[src/rtl/cancid_pkt_feeder_if.sv]
`default_nettype none
// +-----------------------------------------------------------------------+
// | cancid_pkt_feeder_if : tagged packet-byte stream (valid/ready)        |
// | Rev 1.0                                                               |
// +-----------------------------------------------------------------------+
interface cancid_pkt_feeder_if;
    logic [7:0] s_data;
    logic       s_vld;
    logic       s_sop;
    logic       s_eop;
    logic [5:0] s_stream_id;
    logic       s_rdy;

    modport master (output s_data, s_vld, s_sop, s_eop, s_stream_id, input s_rdy);
    modport slave  (input  s_data, s_vld, s_sop, s_eop, s_stream_id, output s_rdy);
endinterface
`default_nettype wire

[src/rtl/cancid_pkt_feeder.sv]
`default_nettype none
// +-----------------------------------------------------------------------+
// | cancid_pkt_feeder : sequences tagged packets onto the finger-bank bus |
// | Optional watchdog: CANCID_FEEDER_TIMEOUT_EN            Rev 1.0        |
// +-----------------------------------------------------------------------+
module cancid_pkt_feeder #(
    parameter int unsigned EOP_DELAY = 2
`ifdef CANCID_FEEDER_TIMEOUT_EN
    , parameter int unsigned TIMEOUT = 1024
`endif
) (
    input  logic                clk,
    input  logic                rst,
    cancid_pkt_feeder_if.slave  s_bus,
    input  logic                cfg_we,
    input  logic [5:0]          cfg_stream_id,
    input  logic                cfg_enable,
    input  logic                clear_streams,
    output logic                load_state,
    output logic [5:0]          stream_id,
    output logic                new_stream_id,
    output logic [7:0]          char_in,
    output logic                char_in_vld,
    output logic                eop,
    output logic                enable,
    output logic                busy,
    output logic [15:0]         err_cnt
);

    typedef enum logic [2:0] {
        ST_IDLE   = 3'd0,
        ST_LOAD   = 3'd1,
        ST_SETTLE = 3'd2,
        ST_STREAM = 3'd3,
        ST_DRAIN  = 3'd4,
        ST_EOP    = 3'd5
    } state_t;

    state_t      state_q, state_d;
    logic [3:0]  dcnt_q, dcnt_d;
    logic [63:0] seen_q, en_q;
    logic [5:0]  stream_id_q;
    logic        s_rdy_q, s_rdy_d;
    logic        load_q, new_q, cvld_q, eop_q, enable_q, busy_q;
    logic [7:0]  char_q;
    logic [15:0] err_q;

    logic        accept, drop, start, timeout_hit, abort;

    assign accept = s_bus.s_vld & s_rdy_q & (state_q == ST_STREAM);
    assign drop   = s_bus.s_vld & s_rdy_q & (state_q == ST_IDLE);
    // A held non-SOP beat is being dropped while s_rdy_q is up, so it never starts a packet.
    assign start  = s_bus.s_vld & s_bus.s_sop & ~s_rdy_q & (state_q == ST_IDLE);

`ifdef CANCID_FEEDER_TIMEOUT_EN
    localparam int unsigned WD_W = $clog2(TIMEOUT + 1);
    logic [WD_W-1:0] wd_q;
    logic            abort_q;

    assign timeout_hit = (state_q == ST_STREAM) & ~s_bus.s_vld & (wd_q == WD_W'(TIMEOUT - 1));
    assign abort       = abort_q;

    always_ff @(posedge clk) begin
        if (rst) begin
            wd_q    <= '0;
            abort_q <= 1'b0;
        end else begin
            wd_q <= ((state_q == ST_STREAM) && !s_bus.s_vld) ? wd_q + 1'b1 : '0;
            if (timeout_hit)
                abort_q <= 1'b1;
            else if (state_q == ST_IDLE)
                abort_q <= 1'b0;
        end
    end
`else
    assign timeout_hit = 1'b0;
    assign abort       = 1'b0;
`endif

    always_comb begin
        state_d = state_q;
        dcnt_d  = dcnt_q;
        case (state_q)
            ST_IDLE:   if (start) state_d = ST_LOAD;
            ST_LOAD:   state_d = ST_SETTLE;
            ST_SETTLE: state_d = ST_STREAM;
            ST_STREAM: begin
                if ((accept && s_bus.s_eop) || timeout_hit) begin
                    state_d = ST_DRAIN;
                    dcnt_d  = '0;
                end
            end
            ST_DRAIN: begin
                if (dcnt_q == 4'(EOP_DELAY - 1))
                    state_d = ST_EOP;
                else
                    dcnt_d = dcnt_q + 4'd1;
            end
            ST_EOP:    state_d = ST_IDLE;
            default:   state_d = ST_IDLE;
        endcase
        s_rdy_d = (state_d == ST_STREAM) ||
                  ((state_q == ST_IDLE) && s_bus.s_vld && !s_bus.s_sop && !s_rdy_q);
    end

    always_ff @(posedge clk) begin
        if (rst) begin
            state_q     <= ST_IDLE;
            dcnt_q      <= '0;
            seen_q      <= '0;
            en_q        <= '0;
            stream_id_q <= '0;
            s_rdy_q     <= 1'b0;
            load_q      <= 1'b0;
            new_q       <= 1'b0;
            char_q      <= '0;
            cvld_q      <= 1'b0;
            eop_q       <= 1'b0;
            enable_q    <= 1'b0;
            busy_q      <= 1'b0;
            err_q       <= '0;
        end else begin
            state_q  <= state_d;
            dcnt_q   <= dcnt_d;
            s_rdy_q  <= s_rdy_d;
            busy_q   <= (state_d != ST_IDLE);
            load_q   <= (state_q == ST_LOAD);
            cvld_q   <= accept;
            eop_q    <= (state_q == ST_EOP);
            enable_q <= (state_q == ST_EOP) && en_q[stream_id_q] && !abort;
            if (start)
                stream_id_q <= s_bus.s_stream_id;
            if (state_q == ST_LOAD)
                new_q <= ~seen_q[stream_id_q];
            if (accept)
                char_q <= s_bus.s_data;
            if (cfg_we)
                en_q[cfg_stream_id] <= cfg_enable;
            // Fingers only save state when enabled; clear overrides a same-cycle set.
            if (clear_streams)
                seen_q <= '0;
            else if ((state_q == ST_EOP) && en_q[stream_id_q] && !abort)
                seen_q[stream_id_q] <= 1'b1;
            if ((drop || timeout_hit) && (err_q != 16'hFFFF))
                err_q <= err_q + 16'd1;
        end
    end

    assign s_bus.s_rdy   = s_rdy_q;
    assign load_state    = load_q;
    assign stream_id     = stream_id_q;
    assign new_stream_id = new_q;
    assign char_in       = char_q;
    assign char_in_vld   = cvld_q;
    assign eop           = eop_q;
    assign enable        = enable_q;
    assign busy          = busy_q;
    assign err_cnt       = err_q;

endmodule
`default_nettype wire

[src/flat_wrapper.sv]
// flat-port wrapper written by rule: the top's interface ports become plain ports
module cancid_pkt_feeder_flat 
#(
    parameter int unsigned EOP_DELAY = 2

)
  (clk, rst, cfg_we, cfg_stream_id, cfg_enable, clear_streams, load_state, stream_id, new_stream_id, char_in, char_in_vld, eop, enable, busy, err_cnt, s_bus_s_data, s_bus_s_vld, s_bus_s_sop, s_bus_s_eop, s_bus_s_stream_id, s_bus_s_rdy);
  cancid_pkt_feeder_if s_bus_i ();
  input  logic clk;
  input  logic rst;
  input  logic cfg_we;
  input  logic [5:0] cfg_stream_id;
  input  logic cfg_enable;
  input  logic clear_streams;
  output logic load_state;
  output logic [5:0] stream_id;
  output logic new_stream_id;
  output logic [7:0] char_in;
  output logic char_in_vld;
  output logic eop;
  output logic enable;
  output logic busy;
  output logic [15:0] err_cnt;
  input wire logic [$bits(s_bus_i.s_data)-1:0] s_bus_s_data;
  input wire logic [$bits(s_bus_i.s_vld)-1:0] s_bus_s_vld;
  input wire logic [$bits(s_bus_i.s_sop)-1:0] s_bus_s_sop;
  input wire logic [$bits(s_bus_i.s_eop)-1:0] s_bus_s_eop;
  input wire logic [$bits(s_bus_i.s_stream_id)-1:0] s_bus_s_stream_id;
  output wire logic [$bits(s_bus_i.s_rdy)-1:0] s_bus_s_rdy;
  assign s_bus_i.s_data = s_bus_s_data;
  assign s_bus_i.s_vld = s_bus_s_vld;
  assign s_bus_i.s_sop = s_bus_s_sop;
  assign s_bus_i.s_eop = s_bus_s_eop;
  assign s_bus_i.s_stream_id = s_bus_s_stream_id;
  assign s_bus_s_rdy = s_bus_i.s_rdy;
  cancid_pkt_feeder #(.EOP_DELAY(EOP_DELAY)) u_core (.clk(clk), .rst(rst), .s_bus(s_bus_i), .cfg_we(cfg_we), .cfg_stream_id(cfg_stream_id), .cfg_enable(cfg_enable), .clear_streams(clear_streams), .load_state(load_state), .stream_id(stream_id), .new_stream_id(new_stream_id), .char_in(char_in), .char_in_vld(char_in_vld), .eop(eop), .enable(enable), .busy(busy), .err_cnt(err_cnt));
endmodule
[config.mk]
export PLATFORM = sky130hd
export DESIGN_NAME = cancid_pkt_feeder_flat
export DESIGN_NICKNAME = d
export VERILOG_FILES = /design/src/rtl/cancid_pkt_feeder_if.sv /design/src/rtl/cancid_pkt_feeder.sv /design/src/flat_wrapper.sv
export SDC_FILE = /design/constraint.sdc
export NUM_CORES = 1
export LEC_CHECK = 0
export ABC_AREA = 0
export CORE_MARGIN = 2
export CORE_UTILIZATION = 51
export DETAILED_ROUTE_END_ITERATION = 8
export PLACE_DENSITY = 0.71
export SYNTH_ARGS = -nofsm -noshare
export SYNTH_HDL_FRONTEND = slang
export SYNTH_SLANG_ARGS = --single-unit
[constraint.sdc]
create_clock -name clk -period 7.9 [get_ports clk]
set_input_delay 1.58 -clock clk [delete_from_list [all_inputs] [get_ports clk]]
set_output_delay 1.58 -clock clk [all_outputs]
set_load 0.03 [all_outputs]
==> results of run 1 <==
## state kept, by name (all words and copies together) (netlist names)
name and flops:
u_core.en_q 64, u_core.seen_q 64, u_core.err_cnt 16, u_core.char_in 8, u_core.stream_id 6, u_core.dcnt_q 4
u_core.state_q 3, u_core.busy 1, u_core.char_in_vld 1, u_core.enable 1, u_core.eop 1, u_core.load_state 1
u_core.new_stream_id 1, u_core.s_bus.s_rdy 1
## per-stage QoR
| step | setup slack [ns] | hold slack (ns) | area (µm²) |
|---|---|---|---|
| detailed placement | 3.84 | 0.447 | 8440 |
| global placement | 3.88 | 0.439 | 8440 |
| floorplan | 4.90 | 0.432 | 7820 |
| CTS | 4.13 | 0.455 | 9040 |
| finish | 4.10 | 0.454 | 9050 |
| global route | 3.98 | 0.474 | 9050 |
## layout by cell type, fill, tap and decap left out, types with 10 or more instances in the layout
master           count
a21oi_1             55
a22o_1              10
a32o_1              56
buf_4               12
clkbuf_16           17
clkdlybuf4s50_1     62
dfxtp_1            169
inv_1               10
mux2i_1             47
mux4_2              15
nand2_1            119
nand3_1             60
nor2_1              92
nor3_1              21
xor2_1              13
## kinds of logic after synthesis
family | synth area share (%)
and+or+nand+nor | 20.9
muxes | 11.3
buffers and inverters | 4.94
adders and majority gates | 0.480
xor gates and xnor gates | 1.90
DFF | 44.0
AOI/OAI and AO/OA | 16.4
## final cells by class
class,count,area share (%)
clock inverter,7,1.22
sequential,172,38.1
timing repair buffer,76,7.96
tap,188,2.60
multi-input combinational,613,44.2
clock buffer,25,5.48
inverter,10,0.415
## final timing paths
path	from	to	slack, ns	cells past startpoint
worst max-delay path	u_core.stream_id[2]	u_core.seen_q[35]	4.10	7
worst min-delay path	u_core.en_q[57]	u_core.en_q[57]	0.45	2
worst max register to register	u_core.stream_id[2]	u_core.seen_q[35]	4.10	7
worst min register to register	u_core.en_q[57]	u_core.en_q[57]	0.45	2
## where the power goes
group	internal (µW)	total (µW)	switching [µW]	leakage (µW)
logic	49.6	144	94.9	0.00137
clock network	530	857	328	0.000301
registers	874	880	6.82	0.00139
## metal layers
metal / wire, µm / share of wire (%) / GRT usage (%)
met5: 0 / 0 / 0
met4: 432 / 2.1 / 9.50
met3: 1460 / 7.2 / 6.14
met2: 9390 / 47 / 39.9
met1: 8900 / 44 / 32.8
## critical path, cell delays in order, from the launching register on
cell     delay [ns]
dfxtp_2        0.31
buf_4          0.55
mux2_1         0.40
a221o_1        0.35
a22oi_1        0.32
nor2_1         0.06
or4_2          1.20
a32o_1         0.43
==> impl_metrics.py, run 1 <==
metrics = {
    "sta": {
        "tns_ns": 0,
        "rsz0062_at_grt": "no",
        "fin_crit_sh_pct": 48.1,
        "worst_pin_slew_ns": 1.16,
        "setup_viol": 0,
        "fmax_mhz": 263,
        "relSlewSlack_pct": 22.5,
        "skew_ns": 0.0127,
        "maxSlewViolCount": 0,
        "period_needed_ns": 3.80,
        "report.final.hold_viol_count": 0,
    },
    "synth": {
        "synth_most_common_cell": "dfxtp_1",
        "async_flop_share_pct": 0,
        "synth_top_cell_by_area": "dfxtp_1",
        "synth_top_area_share_pct": 44.0,
        "yosys_register_bits": 172,
        "synth.avg_cell_area_um2": 8.98,
        "synthFlopType": "dfxtp_1",
        "synthTopCellsByCount": "dfxtp_1, nand2_1, nor2_1",
        "yosysWarningCount": 0,
        "ys_types": 56,
        "yosysSeqAreaShare_pct": 44.0,
        "syn-cell-area_mm2": 0.00782,
        "syn_nets": 902,
        "synth-edff-count": 0,
        "syn_inst": 871,
        "synth_area_leaders": "dfxtp_1, a32o_1, mux2i_1, nand2_1, nor2_1",
    },
    "clocking": {
        "clock_sinks": 172,
        "post_cts_resized": 0,
        "clk_path_buf_depth": 2,
        "cts_tree": "yes",
        "cts_inserted_buffers": 17,
        "clock_latency_ns": 0.43,
        "htree_levels": 4,
        "hold_buffers": 0,
        "cts_setup_buffers": 0,
        "clk_root_buffer_cell": "clkbuf_16",
        "clkTransAtPathRegs_ns": 0.06,
    },
    "final_layout": {
        "multi_input_area_mm2": 0.00400,
        "area_growth_pct": 15.7,
        "final_core_util_pct": 60.0,
        "regArea_mm2": 0.00345,
        "nNetsFinal": 921,
        "fill_cells": 1274,
        "antenna_cells": 0,
        "layout-drive-gt1-share_pct": 7.97,
        "fin_cells": 1091,
    },
    "global_routing": {
        "grt.overflow.total": 0,
        "grt_first_pass_wirelength_um": 32500,
        "antenna_found_initial": 0,
        "grt_max_degree": 109,
        "grt_pass1_vias": 6472,
        "grt.total_usage_pct": 25.0,
    },
    "run_status": {
        "status": "finished clean",
    },
    "placement": {
        "dp.cells": 1058,
        "io_buffers": 64,
        "place_hpwl_um": 12500,
        "place_congestion": 0.823,
    },
    "critical_path": {
        "end_kind": "flop",
        "startpoint_type": "flop",
        "critPathMaxFanout": 65,
        "crit_arrival_ns": 4.11,
        "criticalPathCategory": "reg2reg",
        "worstPathRequired_ns": 8.21,
    },
    "detailed_routing": {
        "ant_nets": 0,
        "drc": 0,
        "drtIter0Drc": 799,
        "routedWlPerCell_um": 18.5,
        "drt_pass1_iterations": 5,
        "drt_wl_total_um": 20200,
        "vias_per_cell": 6.31,
        "via_count": 6881,
    },
    "power": {
        "power_leakage_uw": 0.00306,
        "pwr_density_cell_mw_per_mm2": 208,
        "p_total_uw": 1880,
        "irDropWorstVdd_uv": 152,
    },
    "floorplanning": {
        "die_w_um": 128,
        "start_util_pct": 51.8,
        "row_count": 45,
        "die_y_um": 128,
        "dieArea_mm2": 0.0163,
        "boundaryPins": 65,
        "coreArea_mm2": 0.0151,
    },
    "min_path": {
        "hold_class": "reg2reg",
    },
    "flow_run": {
        "drv_cap": 0,
    },
}
(Power assumes the default switching activity.)
==> run 2, diff against run 1 <==
--- a/config.mk
+++ b/config.mk
@@ -9,7 +9,7 @@
 export CORE_MARGIN = 2
 export CORE_UTILIZATION = 51
 export DETAILED_ROUTE_END_ITERATION = 8
-export PLACE_DENSITY = 0.71
+export PLACE_DENSITY = 0.73
 export SYNTH_ARGS = -nofsm -noshare
 export SYNTH_HDL_FRONTEND = slang
 export SYNTH_SLANG_ARGS = --single-unit
==> constraint.sdc (replaced) <==
create_clock -name clk -period 3.05 [get_ports clk]
set_input_delay 0.61 -clock clk [delete_from_list [all_inputs] [get_ports clk]]
set_output_delay 0.61 -clock clk [all_outputs]
set_load 0.03 [all_outputs]
==> impl_metrics.py, run 2 (synthesis gave the netlist of run 1 again) <==
metrics = {
    "sta": {
        "period_needed_ns": 2.84,
        "skew_ns": 0.00984,
        "relSlewSlack_pct": 30.1,
        "setup_viol": 0,
        "holdWs_ns": 0.435,
        "fin_ws_ns": 0.208,
        "fmax_mhz": 352,
        "tns_ns": 0,
        "worst_pin_slew_ns": 1.05,
        "report.final.hold_viol_count": 0,
        "maxSlewViolCount": 0,
        "fin_crit_sh_pct": 93.2,
        "rsz0062_at_grt": "no",
    },
    "detailed_routing": {
        "routedWlPerCell_um": 17.0,
        "drtIter0Drc": 742,
        "ant_nets": 0,
        "vias_per_cell": 6.00,
        "drt_wl_total_um": 19000,
        "drt_pass1_iterations": 5,
        "drc": 0,
        "via_count": 6697,
    },
    "power": {
        "irDropWorstVdd_uv": 392,
        "power_leakage_uw": 0.00317,
        "pwr_density_cell_mw_per_mm2": 522,
    },
    "global_routing": {
        "grt_max_degree": 100,
        "grt.total_usage_pct": 23.9,
        "antenna_found_initial": 0,
        "grt_first_pass_wirelength_um": 31200,
        "grt_pass1_vias": 6046,
        "grt.overflow.total": 0,
    },
    "critical_path": {
        "r2r_setup_slack_ns": 0.21,
        "reg2reg_depth": 6,
        "worstPathRequired_ns": 3.36,
        "criticalPathCategory": "reg2reg",
        "critPathMaxFanout": 65,
        "startpoint_type": "flop",
        "r2r-end": "u_core.seen_q[19]",
        "crit_arrival_ns": 3.16,
        "end_kind": "flop",
        "reg2reg_from": "u_core.stream_id[1]",
    },
    "clocking": {
        "clock_latency_ns": 0.43,
        "cts_setup_buffers": 0,
        "cts_inserted_buffers": 17,
        "clk_root_buffer_cell": "clkbuf_16",
        "cts_tree": "yes",
        "clkTransAtPathRegs_ns": 0.07,
        "post_cts_resized": 0,
        "hold_buffers": 0,
        "htree_levels": 4,
        "clk_path_buf_depth": 2,
        "clock_sinks": 172,
    },
    "floorplanning": {
        "coreArea_mm2": 0.0151,
        "die_w_um": 128,
        "die_y_um": 128,
        "boundaryPins": 65,
        "start_util_pct": 51.8,
        "dieArea_mm2": 0.0163,
        "row_count": 45,
    },
    "final_layout": {
        "finish.instance_area_mm2": 0.00925,
        "layout_common_cells": "dfxtp_1, nand2_1, nor2_1",
        "layout_commonest_cell": "dfxtp_1",
        "nNetsFinal": 946,
        "layout-drive-gt1-share_pct": 10.7,
        "fin_cells": 1116,
        "antenna_cells": 0,
        "area_growth_pct": 18.2,
    },
    "min_path": {
        "hp-start": "rst",
        "min_to": "u_core.dcnt_q[0]",
        "hold_class": "in2reg",
        "holdPathStages": 2,
    },
    "placement": {
        "placed_cell_area_mm2": 0.00866,
        "dp.cells": 1084,
        "preCtsSetupSlack_ns": 0.264,
        "place_congestion": 0.829,
        "place_hpwl_um": 12100,
        "io_buffers": 64,
    },
    "flow_run": {
        "drv_cap": 0,
    },
    "run_status": {
        "status": "finished clean",
    },
}
-- run 2: layout make-up --
| type | count | area [µm²] |
|---|---|---|
| tap | 188 | 235 |
| fill | 1310 | 5840 |
| multi-input combinational | 613 | 4000 |
| timing repair buffer | 101 | 936 |
| sequential | 172 | 3450 |
| clock inverter | 10 | 114 |
| clock buffer | 22 | 474 |
| inverter | 10 | 37.5 |
-- run 2: routing by layer --
| layer | part of all wire [%] | up-vias | track usage (%) |
|---|---|---|---|
| li1 | - | 3248 | - |
| met2 | 45 | 225 | 36.3 |
| met3 | 6.0 | 23 | 4.38 |
| met5 | 0 | - | 0 |
| met4 | 1.3 | 0 | 7.56 |
| met1 | 47 | 3201 | 34.7 |
-- run 2: worst max-delay path by stage --
stage               depth (start not counted)                end                start
global route                                6  u_core.seen_q[44]  u_core.stream_id[1]
global placement                            6  u_core.seen_q[17]  u_core.stream_id[1]
detailed placement                          6  u_core.seen_q[43]  u_core.stream_id[1]
CTS                                         6  u_core.seen_q[43]  u_core.stream_id[1]
floorplan                                   7  u_core.seen_q[56]  u_core.stream_id[1]
finish                                      6  u_core.seen_q[19]  u_core.stream_id[1]
-- run 2: stage by stage --
step,util (%),total power (µW)
floorplan,-,2570
global placement,57.4,2720
detailed placement,57.4,2720
CTS,61.3,4850
global route,61.3,4980
finish,61.3,4820
-- run 2: worst max-delay path, stage by stage (launching register included) --
cell     delay [ns]
dfxtp_2        0.44
mux4_2         0.52
mux2_2         0.29
o221a_1        0.25
or4_2          0.72
buf_12         0.24
a32o_1         0.25
-- run 2: power breakdown --
group	internal, µW	total [µW]	switching, µW
logic	146	382	237
clock network	1270	2150	884
registers	2260	2290	25.4
==> run 3, diff against run 2 <==
--- a/config.mk
+++ b/config.mk
@@ -6,6 +6,7 @@
 export NUM_CORES = 1
 export LEC_CHECK = 0
 export ABC_AREA = 0
+export CAP_MARGIN = 20
 export CORE_MARGIN = 2
 export CORE_UTILIZATION = 51
 export DETAILED_ROUTE_END_ITERATION = 8
==> results of run 3 <==
No change in the layout: final DEF, timing and power equal those of run 2.
